--- config.mk ---
export PLATFORM = sky130hd
export DESIGN_NAME = bus_regfile_slave
export DESIGN_NICKNAME = d
export VERILOG_FILES = /design/src/rtl/bus_pkg.sv /design/src/rtl/bus_rd_pipe.sv /design/src/rtl/bus_regfile_slave.sv
export SDC_FILE = /design/constraint.sdc
export NUM_CORES = 1
export LEC_CHECK = 0
export BUFFER_PORTS_ARGS = -buffer_cell sky130_fd_sc_hd__buf_2
export CORE_AREA = 4 4 231 233
export DETAILED_ROUTE_END_ITERATION = 8
export DIE_AREA = 0 0 235 237
export PLACE_DENSITY = 0.65
export SETUP_SLACK_MARGIN = 0.4
export SLEW_MARGIN = 20
export SYNTH_ARGS = -nofsm -noshare
export SYNTH_HDL_FRONTEND = slang
export SYNTH_HIERARCHICAL = 1
export SYNTH_SLANG_ARGS = --single-unit
--- constraint.sdc ---
create_clock -name clk -period 1.7 [get_ports clk]
set_clock_uncertainty 0.15 [all_clocks]
set_input_delay 0.17 -clock clk [delete_from_list [all_inputs] [get_ports clk]]
set_output_delay 0.17 -clock clk [all_outputs]
set_load 0.02 [all_outputs]
--- src/rtl/bus_pkg.sv ---
// rtl/bus_pkg.sv - shared bus opcodes, default widths and address decode
package bus_pkg;

    localparam logic BUS_OP_WR  = 1'b1;
    localparam logic BUS_OP_RD  = 1'b0;
    localparam int   BUS_ADDR_W = 16;
    localparam int   BUS_DATA_W = 16;

    // Inputs are zero-extended; the >= test keeps addresses below base from wrapping into a hit.
    function automatic logic addr_hit(input logic [63:0] addr, input logic [63:0] base,
                                      input logic [63:0] num);
        return (addr >= base) && ((addr - base) < num);
    endfunction

endpackage

--- src/rtl/bus_rd_pipe.sv ---
// rtl/bus_rd_pipe.sv - fixed-latency valid/data/err delay line for bus reads
module bus_rd_pipe #(
    parameter int DATA_W = 16,
    parameter int RD_LAT = 1
) (
    input  logic              clk,
    input  logic              rst_n,
    input  logic              in_vld,
    input  logic [DATA_W-1:0] in_data,
    input  logic              in_err,
    output logic              out_vld,
    output logic [DATA_W-1:0] out_data,
    output logic              out_err
);

    logic [RD_LAT-1:0] vld_q;
    logic [RD_LAT-1:0] err_q;
    logic [DATA_W-1:0] data_q [RD_LAT];

    // Data stages only load behind a valid, so the last stage holds the previous read result.
    always_ff @(posedge clk or negedge rst_n) begin
        if (!rst_n) begin
            vld_q <= '0;
            err_q <= '0;
            for (int i = 0; i < RD_LAT; i++) data_q[i] <= '0;
        end else begin
            vld_q[0] <= in_vld;
            err_q[0] <= in_err;
            if (in_vld) data_q[0] <= in_data;
            for (int i = 1; i < RD_LAT; i++) begin
                vld_q[i] <= vld_q[i-1];
                err_q[i] <= err_q[i-1];
                if (vld_q[i-1]) data_q[i] <= data_q[i-1];
            end
        end
    end

    assign out_vld  = vld_q[RD_LAT-1];
    assign out_err  = err_q[RD_LAT-1];
    assign out_data = data_q[RD_LAT-1];

endmodule

--- src/rtl/bus_regfile_slave.sv ---
// rtl/bus_regfile_slave.sv - parametrised CPU-bus register file with hardware write port
module bus_regfile_slave
    import bus_pkg::*;
#(
    parameter int                  ADDR_W    = BUS_ADDR_W,
    parameter int                  DATA_W    = BUS_DATA_W,
    parameter int                  NUM_REGS  = 16,
    parameter logic [ADDR_W-1:0]   BASE_ADDR = '0,
    parameter int                  RD_LAT    = 1,
    parameter logic [NUM_REGS-1:0] RO_MASK   = '0
) (
    input  logic                         clk,
    input  logic                         rst_n,
    input  logic                         bus_cs,
    input  logic                         bus_op,
    input  logic [ADDR_W-1:0]            bus_addr,
    input  logic [DATA_W-1:0]            bus_wr_data,
    output logic [DATA_W-1:0]            bus_rd_data,
    output logic                         bus_rd_vld,
    output logic                         bus_err,
    input  logic [NUM_REGS-1:0]          hw_wr_en,
    input  logic [NUM_REGS*DATA_W-1:0]   hw_wr_data,
    output logic [NUM_REGS*DATA_W-1:0]   reg_q,
    output logic [NUM_REGS-1:0]          reg_wr_pulse
);

    localparam int IDX_W = (NUM_REGS > 1) ? $clog2(NUM_REGS) : 1;

    logic                hit;
    logic [IDX_W-1:0]    idx;
    logic                rd_req;
    logic                wr_req;
    logic                wr_ok;
    logic [NUM_REGS-1:0] wr_sel;
    logic [DATA_W-1:0]   regs [NUM_REGS];
    logic [DATA_W-1:0]   rd_word;
    logic                wr_err_q;
    logic                rd_err;

    assign hit    = addr_hit(64'(bus_addr), 64'(BASE_ADDR), 64'(NUM_REGS));
    assign idx    = IDX_W'(bus_addr - BASE_ADDR);
    assign rd_req = bus_cs && (bus_op == BUS_OP_RD);
    assign wr_req = bus_cs && (bus_op == BUS_OP_WR);
    assign wr_ok  = wr_req && hit && !RO_MASK[idx];

    always_comb begin
        wr_sel = '0;
        if (wr_ok) wr_sel[idx] = 1'b1;
    end

    // Read data is taken from the pre-edge contents, so same-edge writes are not visible.
    assign rd_word = hit ? regs[idx] : '0;

    // Bus write outranks the hardware port on the same register.
    always_ff @(posedge clk or negedge rst_n) begin
        if (!rst_n) begin
            for (int i = 0; i < NUM_REGS; i++) regs[i] <= '0;
        end else begin
            for (int i = 0; i < NUM_REGS; i++) begin
                if (wr_sel[i])
                    regs[i] <= bus_wr_data;
                else if (hw_wr_en[i])
                    regs[i] <= hw_wr_data[i*DATA_W +: DATA_W];
            end
        end
    end

    always_ff @(posedge clk or negedge rst_n) begin
        if (!rst_n) begin
            reg_wr_pulse <= '0;
            wr_err_q     <= 1'b0;
        end else begin
            reg_wr_pulse <= wr_sel;
            wr_err_q     <= wr_req && !wr_ok;
        end
    end

    for (genvar i = 0; i < NUM_REGS; i++) begin : g_reg_q
        assign reg_q[i*DATA_W +: DATA_W] = regs[i];
    end

    bus_rd_pipe #(
        .DATA_W(DATA_W),
        .RD_LAT(RD_LAT)
    ) u_rd_pipe (
        .clk     (clk),
        .rst_n   (rst_n),
        .in_vld  (rd_req),
        .in_data (rd_word),
        .in_err  (rd_req && !hit),
        .out_vld (bus_rd_vld),
        .out_data(bus_rd_data),
        .out_err (rd_err)
    );

    assign bus_err = wr_err_q | rd_err;

endmodule

# Yosys cells after proc, flatten, opt, wreduce, memory -nomap -nowiden
# Memories as Yosys holds them, arrays and structs flattened.
# Index checks and enable logic that the tools add are counted.
op_classes:
  mul: 0
  n_eq_ne: 0
  n_bitwise: 3
  n_lt_le_gt_ge: 4
  shift: 0
  addsub: 0
  div_mod_pow: 0
  reduce_logical: 26
  muxes: 40
op_table:
  columns: ["operator", "n"]
  rows:
  - ["$mux 16", 36]
  - ["$bmux 16 s4", 1]
  - ["$reduce_bool 2->1", 16]
  - ["$lt 16x5->1 const B", 1]
  - ["$logic_and 1x1->1", 7]
  - ["$ge 5x5->1 const B", 1]
  - ["$lt 4x5->1 const B", 1]
  - ["$not 4->5", 1]
  - ["$demux 1 s4", 1]
  - ["$ge 4x1->1 const B", 1]
  - ["$logic_not 1->1", 3]
  - ["$mux 1", 2]
  - ["$not 1->1", 1]
  - ["$or 1x1->1", 1]
totals:
  mem_bits_ro: 16
  ram_bits: 0
  mem_count: 1
  reg_bits: 291
  wordCells: 95
  latch_bits: 0
  output_inout_bits: 290
  in_bits: 308
mem_list:
  columns: ["name", "depth", "width", "read_ports", "rd_ports_with_merged_regs", "wr", "line", "rtl"]
  rows:
  - ["(name not given)", 16, 1, 1, 0, 0, "bus_regfile_slave.sv:44", "assign wr_ok = wr_req && hit && !RO_MASK[idx];"]

# Logic depth before layout (Yosys ltp)
logic_depth:
  ltp_word: 6
  ltp_mapped: 7
  depth_no_buf: 5

# Modules after synthesis
# Netlist, hierarchy kept.
modules_own_cells:
  columns: ["mod", "cells_per_inst", "instances", "area_per_inst_um2"]
  rows:
  - ["bus_regfile_slave", 1129, 1, 15142.0]
  - ["bus_rd_pipe", 36, 1, 699.4]

# Worst setup path before layout
# No wires, ideal clock.
synth_timing:
  kind: "input port to flip-flop"
  from: "in bus_addr[0]"
  to: "reg u_rd_pipe.data_q (netlist bit u_rd_pipe/out_data[15])"
  arrival_ps: 1822
  setup_time_ps: 125
  setup_slack_ps: -396
  cell_stages: 7
  path_cell_list: "buf_2 > buf_2 > buf_2 > mux4_2 > nor2_1 > nor3_1 > mux2_2"
synth_via:
  elab_chain_cells: 5
  elab_cells_between_ends: 6
synth_rtl:
  columns: ["element", "line", "rtl"]
  rows:
  - ["start, declared", "bus_regfile_slave.sv:16", "input logic [ADDR_W-1:0] bus_addr,"]
  - ["parallel branches: the longest is 4 deep, another holds $lt 16x5->1", null, null]
  - ["$mux 16 (*)", "bus_regfile_slave.sv:52", "assign rd_word = hit ? regs[idx] : '0;"]
  - ["via rd_word[15]", "bus_regfile_slave.sv:36", "logic [DATA_W-1:0] rd_word;"]
  - ["end signal, assigned by index", "bus_rd_pipe.sv:33", "if (vld_q[i-1]) data_q[i] <= data_q[i-1];"]
  - ["end, declared", "bus_rd_pipe.sv:18", "logic [DATA_W-1:0] data_q [RD_LAT];"]
# Mark *: on every way through the listed nets, which the timed path passes. The select of a mux whose other input is x is not followed.
# A chain may end at the register's enable or synchronous reset.

# Worst setup path after layout
layout_timing:
  from: "reg regs (netlist bit reg_q[141])"
  to: "reg u_rd_pipe.data_q (netlist bit u_rd_pipe/out_data[13])"
layout_via:
  elab_chain_cells: 4
layout_rtl:
  columns: ["element", "line", "rtl"]
  rows:
  - ["start, declared", "bus_regfile_slave.sv:35", "logic [DATA_W-1:0] regs [NUM_REGS];"]
  - ["start signal, assigned by index", "bus_regfile_slave.sv:61", "regs[i] <= bus_wr_data;"]
  - ["start signal, assigned by index", "bus_regfile_slave.sv:63", "regs[i] <= hw_wr_data[i*DATA_W +: DATA_W];"]
  - ["$bmux 16 s4", "bus_regfile_slave.sv:52", null]
  - ["$mux 16 (implied by the code) (2 in series)", "bus_regfile_slave.sv:52", null]
  - ["$mux 16", "bus_regfile_slave.sv:52", null]
  - ["via rd_word[13]", "bus_regfile_slave.sv:36", null]
# The timed path passes the listed nets, and every way through them passes these cells. The select of a mux whose other input is x is not followed.

==> flow_summary.toml <==
[status]
outcome = "complete, but fails checks"
violations = "negative hold slack, negative setup slack"

[layout]
fin_nets = 2609
area_growth_pct = 84.5
drive_gt1_frac = 0.686
final_util = 0.571
fill_cells = 3823
layout.cells.non_filler = 3010

[sta]
relSlewSlack = 0.599
setup_viol = 46
whs_ns = -0.0577
rsz0062_at_grt = "yes"
hold_viol = 18
post-route-period-util = 1.05
max_freq_mhz = 560
finalMaxSlewViolations = 0
setup_ws_ns = -0.0869
worst_slew_pin_slew_ns = 0.601
finalSetupTns_ns = -2.08
fin_crit_ns = 1.79

[floorplan]
rows = 83
die_y_um = 237
ios = 598
start_util = 0.309
die_w_um = 235
coreArea_mm2 = 0.0512
die_area_mm2 = 0.0557

[logic_synthesis]
synth-edff-count = 0
ys.flop_type = "dfrtp_1"
syn-num-nets = 1473
netlist_area_mm2 = 0.0158
yosysWarnings = 6
synth_cells = 1165
seq_area_frac_synth = 0.460
synthDistinctLibCells = 36
async_reset_ff_frac = 1.00
syn-mean-instance-area_um2 = 13.6
synth-seq-cells = 291

[setup_path]
cp_cell_sequence = "mux4_2 > o22ai_4 > nor3_2 > mux2_4"
crit_buf_inv = 0
cpPeakStageDelay_ns = 0.54
crit_type = "reg -> reg"
cp_slowest_cell = "mux4_2"
critPathArrivalTime_ns = 2.05
critPathTopFamily = "multiplexers"
startpoint_type = "flop"
crit_path_end_kind = "flop"
cp_max_fo = 2
crit_required_ns = 1.96

[power]
p_seq_frac = 0.360
p_comb_frac = 0.313
power.switching_uw = 6780
power.total_uw = 22600
ir_drop_uv = 518
intPower_uw = 15800
power.density_mw_per_mm2 = 774
switching_share = 0.300
clockPowerShare = 0.327
power_leakage_uw = 0.0134

[placement]
hpwlAfterDp_um = 54700
pre_cts_ws_ns = -0.614
globalplace.congestion = 0.939
dp.cells = 2593
io_buffer_count = 597

[clocking]
cts.path.max_buffers = 3
cts_tree = "yes"
cts.clk_slew.worst_paths_ns = 0.06
postCtsHoldBufs = 258
htree_levels = 2
clockRootBuffer = "clkbuf_16"
cts.sinks = 291
cts_made_buffers = 34
clock_latency_ns = 0.54

[route]
drtIter0Drc = 1017
vias_per_cell = 5.31
drc = 0
postRouteAntennaNets = 0
totalWireLength_um = 82200
firstDrtPassIters = 5
wl_per_cell_um = 27.3
vias = 16000

[grt]
overflow = 0
first_global_vias = 17600
grt_max_degree = 62
antenna_found_initial = 2
grt_pass1_wl_um = 114000
track_usage = 0.270

[run]
maxCapViolations = 0

[worst_hold_path]
hold_path.class = "in -> reg"
-- Yosys cell counts (4+ instances only) --
cell type    n  area [um2]
buf_6        4        45.0
nor2_1      17        63.8
clkbuf_1    71         267
a21oi_1     49         245
mux2_1      20         225
a221o_1     15         150
mux4_2      47        1060
buf_2       15        75.1
nor2_4      12         135
buf_4       11        82.6
nor3_1      65         325
mux2_4      10         150
nand3_1      5        25.0
dfrtp_1    291        7280
mux2i_1     82         821
inv_1        4        15.0
mux2_2     402        4530
o22ai_1     15        93.8
-- power by group through the flow --
stage	sequential (uW)	clock [uW]	combinational [uW]
6_report	8150	7390	7070
5_1_grt	8180	7740	7370
4_1_cts	8080	7460	6470
2_1_floorplan	8830	0	1830
3_3_place_gp	8150	0	5110
3_5_place_dp	8170	0	5170
-- worst reg2reg max path: cells and delay by family (launching register included) --
| kind | cells | cell delay, ns |
|---|---|---|
| AND/OR/NAND/NOR | 1 | 0.08 |
| multiplexers | 2 | 0.80 |
| AO/OA/AOI/OAI | 1 | 0.25 |
| flip-flops | 1 | 0.40 |
-- placed cells by master (no fill, tap or decap), types with 5 or more instances in the layout --
cell | Yosys | layout
nor3_1 | 65 | 32
buf_4 | 11 | 133
mux4_2 | 47 | 47
buf_12 | 1 | 56
dlygate4sd3_1 | 0 | 258
a221o_1 | 15 | 15
clkbuf_8 | 0 | 9
nor2_1 | 17 | 16
clkbuf_1 | 71 | 7
buf_2 | 15 | 432
diode_2 | 0 | 5
mux2i_1 | 82 | 82
clkbuf_16 | 0 | 41
dfrtp_1 | 291 | 282
nor2_4 | 12 | 13
mux2_1 | 20 | 12
mux2_2 | 402 | 232
mux2_4 | 10 | 188
o22ai_2 | 0 | 7
clkinv_2 | 0 | 6
a21oi_2 | 0 | 44
nor3_2 | 0 | 31
dfrtp_2 | 0 | 9
buf_6 | 4 | 311
-- path summary, 6_finish.rpt --
path / slack [ns] / startpoint / cells past startpoint / to
hold reg to reg: 0.36 / u_rd_pipe/out_data[7]$_DFFE_PN0P_ / 1 / u_rd_pipe/out_data[7]$_DFFE_PN0P_
max in group asynchronous: 0.77 / rst_n / 3 / u_rd_pipe/out_data[13]$_DFFE_PN0P_
setup / recovery: -0.09 / reg_q[141]$_DFFE_PN0P_ / 4 / u_rd_pipe/out_data[13]$_DFFE_PN0P_
setup reg to reg: -0.09 / reg_q[141]$_DFFE_PN0P_ / 4 / u_rd_pipe/out_data[13]$_DFFE_PN0P_
min in group asynchronous: -0.05 / rst_n / 2 / reg_q[195]$_DFFE_PN0P_
hold / removal: -0.06 / bus_op / 4 / u_rd_pipe/out_vld$_DFF_PN0_
-- metrics by stage --
step,cell area [um2],hold WS (ns)
after floorplan,16100,-0.276
after global placement,21900,-0.0929
after detailed placement,21900,-0.0945
after CTS,27800,-0.0794
after global routing,29200,-0.0699
final,29200,-0.0577
-- flip-flops by register name, summed over array words and instances, names as in the netlist --
signal              flops
reg_q                 256
u_rd_pipe/out_vld       1
u_rd_pipe/out_data     16
reg_wr_pulse           16
wr_err_q                1
u_rd_pipe/out_err       1
-- timing repair --
item / 4_1_cts / 5_1_grt
gates cloned: 4 / 4
pin swaps: 21 / 11
hold endpoints to repair: 548 / 18
setup endpoints to repair: 565 / 572
gates resized for setup: 489 / 250
setup buffers: 39 / 47
-- area by class of cell --
cell class | instances | area (um2) | share of cell area
inverters | 4 | 30.0 | 0.00103
multi-input cells | 767 | 9280 | 0.317
flip-flops and latches | 291 | 7290 | 0.250
clock inverters | 7 | 38.8 | 0.00133
diodes | 5 | 12.5 | 0.000428
repair buffers | 1203 | 10600 | 0.364
clock buffers | 53 | 1080 | 0.0368
well taps | 680 | 851 | 0.0291
-- routing by layer --
layer  track usage  wire, um
met3        0.0606      5930
met2         0.468     41100
met1         0.326     31700
met4         0.108      3410
met5             0         0
-- cells by family (layout without fill, tap and decap cells) --
kind of cell    count (synthesis)  count (layout)  synth area share
mux                           561             561             0.428
compound gates                 82              82            0.0323
buf+inv                       107            1267            0.0321
flops                         291             291             0.460
simple gates                  124             124            0.0479
other cells                     0               5                 0
Power figures use the tool's default switching activity.
